File: config.mk
export PLATFORM = sky130hd
export DESIGN_NAME = srt4_div_seq
export DESIGN_NICKNAME = d
export VERILOG_FILES = /design/src/rtl/srt4_div_pkg.sv /design/src/rtl/srt4_digit_sel.sv /design/src/rtl/srt4_div_seq.sv
export SDC_FILE = /design/constraint.sdc
export NUM_CORES = 1
export LEC_CHECK = 0
export BUFFER_PORTS_ARGS = -buffer_cell sky130_fd_sc_hd__clkbuf_2
export CORE_MARGIN = 10
export CORE_UTILIZATION = 35
export CTS_CLUSTER_DIAMETER = 80
export DETAILED_ROUTE_END_ITERATION = 7
export GPL_TIMING_DRIVEN = 0
export PLACE_DENSITY = 0.64
export SYNTH_ARGS = -nofsm -noshare
export SYNTH_HDL_FRONTEND = slang
export SYNTH_HIERARCHICAL = 1
export SYNTH_SLANG_ARGS = --single-unit
File: constraint.sdc
create_clock -name clk -period 4.8 [get_ports clk]
set_clock_uncertainty 0.05 [all_clocks]
set_input_delay 0.72 -clock clk [delete_from_list [all_inputs] [get_ports clk]]
set_output_delay 0.72 -clock clk [all_outputs]
set_load 0.02 [all_outputs]
File: src/rtl/srt4_div_pkg.sv
// rtl/srt4_div_pkg.sv - shared types and constants for the radix-4 SRT divider sequencer
package srt4_div_pkg;

    localparam int W_WIDTH    = 22;  // residual / divisor width, MSB is the sign
    localparam int AB_WIDTH   = 26;  // on-the-fly quotient registers A (Q) and B (Q-1)
    localparam int IDX_WIDTH  = 4;   // iteration index width
    localparam int N_ITER_MAX = 12;  // step stage decodes idx 0..11

    typedef enum logic [1:0] {
        IDLE = 2'd0,
        ITER = 2'd1,
        DONE = 2'd2
    } state_t;

    // Quotient digit encoding, 3-bit two's complement
    localparam logic [2:0] Q_P2 = 3'b010;
    localparam logic [2:0] Q_P1 = 3'b001;
    localparam logic [2:0] Q_Z  = 3'b000;
    localparam logic [2:0] Q_M1 = 3'b111;
    localparam logic [2:0] Q_M2 = 3'b110;

endpackage

File: src/rtl/srt4_digit_sel.sv
// rtl/srt4_digit_sel.sv - combinational radix-4 SRT quotient digit selection
//
// Ports:
//   w  in  W_WIDTH  current residual (two's complement)
//   d  in  W_WIDTH  divisor (two's complement)
//   q  out 3        selected digit: +2/+1/0/-1/-2 encoded as Q_P2..Q_M2
module srt4_digit_sel
    import srt4_div_pkg::*;
(
    input  logic [W_WIDTH-1:0] w,
    input  logic [W_WIDTH-1:0] d,
    output logic [2:0]         q
);

    // All compares are done at 24 bits so that t = 1.5*D cannot overflow.
    logic signed [23:0] s;
    logic signed [23:0] dx;
    logic signed [23:0] h;
    logic signed [23:0] t;

    always_comb begin
        // Shifted residual 4W: bits 20:19 are dropped, the sign bit is kept.
        s  = {{2{w[21]}}, w[21], w[18:0], 2'b00};
        dx = {{2{d[21]}}, d};
        h  = dx >>> 1;
        t  = dx + h;
        if (s >= t) begin
            q = Q_P2;
        end else if (s >= h) begin
            q = Q_P1;
        end else if (s > -h) begin
            q = Q_Z;
        end else if (s > -t) begin
            q = Q_M1;
        end else begin
            q = Q_M2;
        end
    end

endmodule

File: src/rtl/srt4_div_seq.sv
// rtl/srt4_div_seq.sv - sequencer for the radix-4 SRT step datapath
//
// Optional feature macro: DIVZERO_CHECK_EN (zero-divisor short cut and div_err port).
//
// Ports:
//   clk, rst                    clock, asynchronous active-high reset
//   start, dividend, divisor    request and operands, taken when idle with no pending result
//   busy                        high from accept until the result handshake completes
//   dp_w, dp_q, dp_d            residual, digit and held divisor to the step stage
//   dp_a, dp_b, dp_idx          on-the-fly A/B registers and iteration index to the step stage
//   dp_w_nxt, dp_a_nxt, dp_b_nxt next residual / A / B from the step stage
//   done_valid, done_ready      result handshake
//   quotient, remainder         final A and final W
//   div_err                     divide-by-zero flag (DIVZERO_CHECK_EN only)
module srt4_div_seq
    import srt4_div_pkg::*;
#(
    parameter int N_ITER = 12
) (
    input  logic                 clk,
    input  logic                 rst,
    input  logic                 start,
    input  logic [W_WIDTH-1:0]   dividend,
    input  logic [W_WIDTH-1:0]   divisor,
    output logic                 busy,
    output logic [W_WIDTH-1:0]   dp_w,
    output logic [2:0]           dp_q,
    output logic [W_WIDTH-1:0]   dp_d,
    output logic [AB_WIDTH-1:0]  dp_a,
    output logic [AB_WIDTH-1:0]  dp_b,
    output logic [IDX_WIDTH-1:0] dp_idx,
    input  logic [W_WIDTH-1:0]   dp_w_nxt,
    input  logic [AB_WIDTH-1:0]  dp_a_nxt,
    input  logic [AB_WIDTH-1:0]  dp_b_nxt,
    output logic                 done_valid,
    input  logic                 done_ready,
    output logic [AB_WIDTH-1:0]  quotient,
`ifdef DIVZERO_CHECK_EN
    output logic                 div_err,
`endif
    output logic [W_WIDTH-1:0]   remainder
);

    localparam logic [IDX_WIDTH-1:0] IDX_LAST = IDX_WIDTH'(N_ITER - 1);

    state_t state;
    state_t state_nxt;
    logic   accept;
    logic   last;
    logic   div_zero;
    logic [2:0] q_sel;

`ifdef DIVZERO_CHECK_EN
    assign div_zero = (divisor == '0);
`else
    assign div_zero = 1'b0;
`endif

    srt4_digit_sel u_digit_sel (
        .w (dp_w),
        .d (dp_d),
        .q (q_sel)
    );

    always_ff @(posedge clk or posedge rst) begin
        if (rst) begin
            state <= IDLE;
        end else begin
            state <= state_nxt;
        end
    end

    always_comb begin
        state_nxt = state;
        accept    = 1'b0;
        last      = 1'b0;
        unique case (state)
            IDLE: begin
                if (start) begin
                    accept    = 1'b1;
                    state_nxt = div_zero ? DONE : ITER;
                end
            end
            ITER: begin
                if (dp_idx == IDX_LAST) begin
                    last      = 1'b1;
                    state_nxt = DONE;
                end
            end
            DONE: begin
                if (done_ready) begin
                    state_nxt = IDLE;
                end
            end
            default: state_nxt = IDLE;
        endcase
    end

    always_ff @(posedge clk or posedge rst) begin
        if (rst) begin
            dp_w      <= '0;
            dp_d      <= '0;
            dp_a      <= '0;
            dp_b      <= '0;
            dp_idx    <= '0;
            quotient  <= '0;
            remainder <= '0;
`ifdef DIVZERO_CHECK_EN
            div_err   <= 1'b0;
`endif
        end else begin
            if (accept) begin
                dp_w   <= dividend;
                dp_d   <= divisor;
                dp_a   <= '0;
                dp_b   <= '0;
                dp_idx <= '0;
            end else if (state == ITER) begin
                dp_w <= dp_w_nxt;
                dp_a <= dp_a_nxt;
                dp_b <= dp_b_nxt;
                // Index parks at the last value so it can never wrap.
                if (!last) begin
                    dp_idx <= dp_idx + IDX_WIDTH'(1);
                end
            end
            if (last) begin
                quotient  <= dp_a_nxt;
                remainder <= dp_w_nxt;
            end
`ifdef DIVZERO_CHECK_EN
            if (accept && div_zero) begin
                quotient  <= '1;
                remainder <= dividend;
                div_err   <= 1'b1;
            end else if (state == DONE && done_ready) begin
                div_err   <= 1'b0;
            end
`endif
        end
    end

    assign busy       = (state != IDLE);
    assign done_valid = (state == DONE);
    assign dp_q       = (state == ITER) ? q_sel : Q_Z;

endmodule

# Word-level counts from Yosys, hierarchy flattened
# Cells that the tools add are included.
# totals
ramBits	0
word_cells	50
output_inout_bits	153
latch_bits	0
mem_count	0
rom_bits	0
ff_bits	150
in_bits	122
# classes
order_cmp	4
n_mux	22
n_mul	0
eq_ne	7
add_sub_neg	4
n_div	0
bitwise_logic	0
reduce_logical	5
shifts	0
# op_table
operator	n
$mux 26	4
$gt 22x24->1	2
$mux 22	2
$neg 21->24	1
$neg 23->24	1
$add 22x21->23	1
$ge 22x23->1	1
$ge 22x21->1	1
$mux 3	4
$mux 4	3
$mux 2	3
$ne 2x2->1 const B	3
$pmux 2 s3	1
$mux 1	5
$add 4x1->4 const B	1
$eq 4x4->1 const B	1
$reduce_bool 2->1	2
$reduce_and 3->1	1
$eq 2x1->1 const B	1
$eq 2x2->1 const B	1
$logic_not 2->1	1
$ne 2x1->1 const B	1
$reduce_and 2->1	1

# Longest topological paths before layout
# Gate-level depths: netlist of the first run.
# depth
depth_word	8
depth_mapped	24
ltp_nobuf	24

# Cells and area by module
# Netlist of the first run, hierarchy kept.
# by_module_without_submodules
module	n_inst	seq_area_each_um2	area_each_um2	cells_each
srt4_div_seq	1	3753.6	5972.0	551
srt4_digit_sel	1	0.0	4259.1	555

# Worst setup path after synthesis of the first run
# OpenSTA, ideal clock, no wires.
# synth_path
path_kind	reg2out
start	reg dp_d[1]
end	out dp_q[0]
path_buffers	0
arrival_time_ps	4589
required_ps	4030
path_slack_ps	-559
path_stages_with_launch	22
cell_sequence	dfrtp_1 ha_1 inv_1 fa_1 nor2b_1 nand2_1 a21oi_1 o2111ai_4 nor4_4 nand4_4 nor4_4 nand3_1 xnor2_1 ha_1 nand3_1 nor3_1 a221oi_1 nand3_1 o311a_1 o21ai_0 a21oi_1 and2_1
# synth_between
elab_chain_len	8
elab_cells_between_ends	12
classes_between	add/sub: 3; order compare: 4; mux: 5
# synth_lines
item	line_no	source
start, declared	srt4_div_seq.sv:28	output logic [W_WIDTH-1:0] dp_d,
start signal, assigned	srt4_div_seq.sv:114	dp_d <= divisor;
$add 22x21->23	srt4_digit_sel.sv:26	t = dx + h;
$neg 23->24	srt4_digit_sel.sv:33	end else if (s > -t) begin
$gt 22x24->1	srt4_digit_sel.sv:33	
$mux 1	srt4_digit_sel.sv:33	
$mux 3	srt4_digit_sel.sv:31	end else if (s > -h) begin
$mux 3	srt4_digit_sel.sv:29	end else if (s >= h) begin
$mux 3 *	srt4_digit_sel.sv:27	if (s >= t) begin
via q_sel[0]	srt4_div_seq.sv:51	logic [2:0] q_sel;
$mux 3 *	srt4_div_seq.sv:145	assign dp_q = (state == ITER) ? q_sel : Q_Z;
end, declared	srt4_div_seq.sv:27	output logic [2:0] dp_q,
# The timed path passes the listed nets; every way through them passes the cells marked *.

# Worst setup path after layout of the first run
# Ends and elaborated chain as after synthesis.

==> results.tsv, run 1 <==
metric	value	unit
status	complete, but fails checks	
failing checks	negative setup slack	
initial core utilization	35.55	%
latest clock arrival within the worst-skew pair	0.43	ns
count of pins over their slew limit	0	
clock buffer count from CTS	17	
Crit Reg-Reg Endpoint	dp_w[4]	
Die Span Y	191.0	um
Setup crit start kind	register	
kind of end point of the critical path	output port	
CTS clk-pin slew, worst paths	0.07	ns
hold_buf cts	0	
DIE AREA	36470	um2
Reg2Reg Depth	4	
final worst slack	-1.115	ns
Top FF cell, synth	dfrtp_1	
IO Pins	275	
FILL cells	2710	
CTS tree	yes	
met1 Use GR	20.94	%
maximum vdd drop	0.3846	mV
Non-Filler Instances	1829	
CP max stage delay	0.47	ns
number of clock sinks	150	
RSZ-0062 raised after global routing	yes	
most frequent cells in the layout	clkbuf_2 (271), nand2_1 (255), dfrtp_1 (135)	
GP Congestion	0.8759	
dpl cells	1768	
Power Density	881.9	nW/um2
TNS Setup	-2.316	ns
initial antenna violation count	0	
Final ANT Viol Nets	0	
simple-gate share of the synthesized area	21.01	%
Synthesized Nets	1356	
Via Count	9303	
post-synthesis mux area share	5.479	%
first-pass GRT wire length	54.22	mm
syn avg cell area	9.251	um2
fraction of layout cells with a size suffix above 1	37.51	%
Post-Synth XOR/XNOR Area	3.864	%
post-synthesis adder-cell area fraction	15.73	%
CP Max Fanout	8	
critical path's slowest cell	dfrtp_2	
Rows	62	
sequential area share after synthesis	36.69	%
largest family of logic cells by synthesized area	simple AND/OR/NAND/NOR gates	
Tot Pwr	11.95	mW
# DRC	0	
fmax	169.1	MHz
largest net degree at the start of global routing	40	
critical path class	reg2out	
synth-to-layout area growth	32.42	%
Leakage	7.035	nW
grt ovf	0	
post-synthesis async set-or-reset flop share	100.0	%
synthesized area	10230	um2
number of global-route vias before repair	9999	
hold_ws	0.3405	ns
mean number of vias per cell	5.086	
CTS root buf	clkbuf_16	
family with the most delay on the worst path	compound AO/OA/AOI/OAI gates	
CTS max path bufs	2	
DR WL/cell	18.93	um
number of port buffers	274	
DPL Wire Length	27.60	mm
Netlist cell types	79	
Total Nets Final	1685	
Yosys reg bits	150	
grt met2 use	32.75	%
final period utilization	123.2	%
crit-path cells	buf_6, ha_1, a211o_1, a41o_1, buf_6, o2111a_1, or3_4, a21oi_4, nand4_4, buf_12, nor4_4, nand3_2, xnor2_2, ha_1, a21o_1, a221oi_2, nand3_2, o311a_1, o21ai_2, a21oi_2, and2_4, buf_8	
FF-to-FF Start	state[0]	
Post-Syn Instances	1106	
diode count	0	
Compound-Gate Fraction of Synth Area	12.99	%
Hold WC Path Type	in2async	
1st-pass router iterations	5	
most common cell after layout, fill and taps aside	clkbuf_2	
worst-margin pin slew	0.9011	ns
max_slew headroom	39.66	%
total track usage	18.75	%
critical path launch point	dp_d[1]	
DRT iter0 DRCs	425	
met3 Resource Use GR	6.523	%
final setup fails	3	
crit path time final	5.915	ns
die width	191.0	um
CP required	4.03	ns
Placeable Area	28780	um2
Setup WS pre-CTS	-1.314	ns
YS warnings	6	
max-cap violations	0	
Crit path arrival time	5.14	ns
number of H-tree levels	4	
final hold vios	0	
WP buf/inv	4	
GRT Max-Usage Layer	met2	
register-to-register path setup slack	2.73	ns
Post-synth EDFFs	0	
Post-Route WL	34.63	mm
-- synthesized netlist by cell type, drive strengths merged, types with 7 or more instances --
cell | instances | share of area, %
o21ai | 31 | 1.5
buf | 34 | 2.2
xnor2 | 37 | 3.4
nand2 | 257 | 9.4
nand3 | 71 | 3.8
clkbuf | 12 | 0.44
nand2b | 7 | 0.45
a22oi | 23 | 1.7
nor2b | 11 | 0.67
dfrtp | 150 | 37
ha | 127 | 16
mux2 | 48 | 5.3
a21oi | 43 | 2.1
and2 | 7 | 0.43
inv | 44 | 1.6
nor3 | 12 | 0.59
nand4 | 23 | 1.6
nor2 | 33 | 1.2
a21o | 43 | 3.2
-- layer usage --
metal | vias up | share of wire [%] | routed length [um]
met2 | 257 | 49 | 17130
li1 | 4542 | - | -
met3 | 43 | 7.9 | 2720
met5 | - | 0 | 0
met4 | 0 | 2.2 | 778
met1 | 4461 | 40 | 14000
-- layout make-up --
class	count	area, um2	area share (%)
Buffer	40	239.0	1.764
Clock buffer	18	429.2	3.168
Clock inverter	11	151.4	1.117
Inverter	44	173.9	1.284
Multi-Input combinational cell	866	6501	47.99
Sequential cell	150	3772	27.84
Tap cell	384	480.5	3.546
Timing Repair Buffer	316	1800	13.29
-- power by group --
group | leakage [nW] | total [mW] | switching, mW | internal, mW
sequential | 1.81 | 2.46 | 0.623 | 1.83
combinational | 4.96 | 8.13 | 4.74 | 3.39
clock | 0.271 | 1.37 | 0.553 | 0.812
-- flip-flops by register name, indices dropped and copies added (netlist names) --
signal	cells
quotient	26
dp_a	26
state	2
dp_idx	4
dp_w	22
dp_d	22
remainder	22
dp_b	26
-- repair_timing --
action / 4_1_cts / 5_1_grt
pin swaps: 38 / 30
endpoints found under the setup margin: 3 / 3
setup buffers: 20 / 18
resized for setup: 74 / 38
-- worst register-to-register path, cell delays in order, from the launching register on --
cell and delay [ns]:
dfrtp_1 0.48, nor3b_2 0.79, buf_2 0.45, a22oi_1 0.16, nand2_1 0.08
-- how the worst max path moves through the flow --
stage               cells past startpoint  slack [ns]      end
floorplan                              24       -0.35  dp_q[0]
global placement                       22       -1.15  dp_q[0]
detailed placement                     22       -1.31  dp_q[0]
CTS                                    23       -1.09  dp_q[0]
global route                           23       -1.36  dp_q[0]
finish                                 22       -1.11  dp_q[0]
-- cells by family (layout without fill, tap and decap cells) --
logic type,after synthesis,in the layout
buffers and inverters,90,429
AND/OR/NAND/NOR,454,454
adder cells (fa/ha/maj),128,128
AO/OA/AOI/OAI,191,191
flip-flops,150,150
XOR/XNOR,43,43
multiplexers,50,50
-- per-stage QoR --
step                instance area [um2]  utilization (%)
global route                      13550            47.07
finish                            13550            47.07
CTS                               13260            46.06
global placement                  12140            42.17
detailed placement                12220            42.47
floorplan                         10280                -
Power figures use the tool's default switching activity.
==> run 2: changes to the inputs <==
--- a/config.mk
+++ b/config.mk
@@ -5,13 +5,12 @@
 export SDC_FILE = /design/constraint.sdc
 export NUM_CORES = 1
 export LEC_CHECK = 0
-export BUFFER_PORTS_ARGS = -buffer_cell sky130_fd_sc_hd__clkbuf_2
-export CORE_MARGIN = 10
-export CORE_UTILIZATION = 35
+export BUFFER_PORTS_ARGS = -buffer_cell sky130_fd_sc_hd__buf_2
+export CORE_UTILIZATION = 48
 export CTS_CLUSTER_DIAMETER = 80
 export DETAILED_ROUTE_END_ITERATION = 7
 export GPL_TIMING_DRIVEN = 0
-export PLACE_DENSITY = 0.64
+export PLACE_DENSITY = 0.82
 export SYNTH_ARGS = -nofsm -noshare
 export SYNTH_HDL_FRONTEND = slang
 export SYNTH_HIERARCHICAL = 1
==> results.tsv, run 2 (synthesized netlist as in run 1, its figures left out) <==
metric	value	unit
status	complete, but fails checks	
failing checks	negative setup slack	
max-cap violations	0	
count of pins over their slew limit	0	
part of the power in combinational logic	67.7	%
met1 Use GR	34.43	%
Via Count	9550	
Int Power	5.913	mW
latest clock arrival within the worst-skew pair	0.42	ns
Reg2Reg Depth	4	
IO Pins	275	
final hold vios	0	
DIE AREA	21900	um2
Crit path arrival time	5.23	ns
hold_ws	0.2266	ns
final setup fails	3	
critical path's slowest cell	dfrtp_2	
Rows	53	
family with the most delay on the worst path	compound AO/OA/AOI/OAI gates	
initial core utilization	48.82	%
number of global-route vias before repair	9642	
hold_buf cts	0	
total track usage	28.46	%
Non-Filler Instances	1720	
number of H-tree levels	4	
Setup crit start kind	register	
GP Congestion	0.9232	
grt ovf	0	
maximum vdd drop	0.3918	mV
most common cell after layout, fill and taps aside	buf_2	
number of clock sinks	150	
Final ANT Viol Nets	0	
DPL Wire Length	23.62	mm
Tot Pwr	11.90	mW
fraction of layout cells with a size suffix above 1	36.77	%
Psw	5.984	mW
first-pass GRT wire length	49.00	mm
register-to-register path setup slack	2.77	ns
crit-path cells	buf_6, ha_2, a211o_1, a41o_1, buf_6, o2111a_1, or3_4, a21oi_4, nand4_4, buf_6, nor4_4, nand3_2, xnor2_1, ha_1, a21o_1, a221oi_2, nand3_2, nor2_1, o21ai_1, a21oi_1, and2_4, buf_6	
Hold WC Path Type	in2async	
Crit Reg-Reg Endpoint	dp_w[4]	
Power Density	892.2	nW/um2
critical path class	reg2out	
critical path launch point	dp_d[1]	
Die Span Y	148.0	um
WP buf/inv	4	
most frequent cells in the layout	buf_2 (295), nand2_1 (255), dfrtp_1 (135)	
kind of end point of the critical path	output port	
DR WL/cell	18.29	um
# DRC	0	
largest net degree at the start of global routing	42	
CTS tree	yes	
number of port buffers	274	
Placeable Area	20960	um2
1st-pass router iterations	5	
FF-to-FF Start	state[0]	
final period utilization	124.9	%
die width	148.0	um
GRT Max-Usage Layer	met2	
Clock Power Share	11.9	%
Total Nets Final	1681	
CTS root buf	clkbuf_16	
RSZ-0062 raised after global routing	yes	
CP dominant cell by count	buf_6	
Post-Route WL	31.46	mm
CP required	4.03	ns
met3 Resource Use GR	6.327	%
biggest regs	dp_a x26, dp_b x26, quotient x26	
CP max stage delay	0.46	ns
final worst slack	-1.197	ns
Net Sw Frac	50.30	%
crit path capture	dp_q[0]	
crit path time final	5.997	ns
dpl cells	1659	
max_slew headroom	43.24	%
worst-margin pin slew	0.8477	ns
mean number of vias per cell	5.552	
fmax	166.7	MHz
grt met2 use	50.21	%
DRT iter0 DRCs	483	
CTS clk-pin slew, worst paths	0.08	ns
CP Max Fanout	7	
Reg power frac	20.4	%
stages on the worst setup path	22	
clock buffer count from CTS	17	
synth-to-layout area growth	30.34	%
CTS max path bufs	2	
initial antenna violation count	2	
Leakage	6.998	nW
run 2: cell count changes in the layout (fill, tap and decap cells not counted), sizes merged:
cell	delta
clkinvlp	-4
inv	+5
clkinv	+5
buf	+267
diode	+1
bufinv	-2
clkbuf	-272
run 2: timing repair:
item / 4_1_cts / 5_1_grt
buffers inserted: 23 / 9
pin swaps: 40 / 23
gates resized for setup: 67 / 30
endpoints found under the setup margin: 3 / 3
run 2: final cells by class:
cell class                      instances  area, um2
Fill cell                            1679       7620
Multi-Input combinational cell        866       6439
Sequential cell                       150       3772
Timing Repair Buffer                  310       1732
Clock buffer                           17      425.4
Tap cell                              275      344.1
Buffer                                 42      246.5
Clock inverter                         15      202.7
Inverter                               44      171.4
Antenna cell                            1      2.502
run 2: metal layers:
metal	wire, um	up-vias
met2	16160	323
met1	12620	4629
li1	-	4538
met4	675	4
met5	21	-
met3	1983	56
run 2: how the worst min path moves through the flow:
stage / endpoint / slack, ns / cells after the start
floorplan: dp_d[4] / 0.52 / 2
global placement: dp_w[19] / 0.41 / 2
detailed placement: dp_w[20] / 0.41 / 2
CTS: quotient[22] / 0.23 / 2
global route: quotient[22] / 0.25 / 2
finish: quotient[22] / 0.23 / 2
run 2: metrics by stage:
step | area (um2) | TNS (ns) | util (%) | worst slack [ns]
after floorplan | 10280 | -0.3517 | - | -0.3517
after detailed placement | 12080 | -2.248 | 57.64 | -1.072
after global routing | 13330 | -3.076 | 63.63 | -1.407
final | 13340 | -2.594 | 63.64 | -1.197
after CTS | 13160 | -2.124 | 62.80 | -0.9719
after global placement | 12000 | -2.088 | 57.26 | -1.019
run 2: power by group through the flow:
| stage | Clock [mW] | Sequential [mW] | Combinational (mW) |
|---|---|---|---|
| 2_1_floorplan | 0 | 2.97 | 4.54 |
| 3_3_place_gp | 0 | 2.40 | 6.86 |
| 3_5_place_dp | 0 | 2.42 | 7.09 |
| 4_1_cts | 1.44 | 2.41 | 7.70 |
| 5_1_grt | 1.50 | 2.50 | 8.79 |
| 6_report | 1.42 | 2.42 | 8.06 |
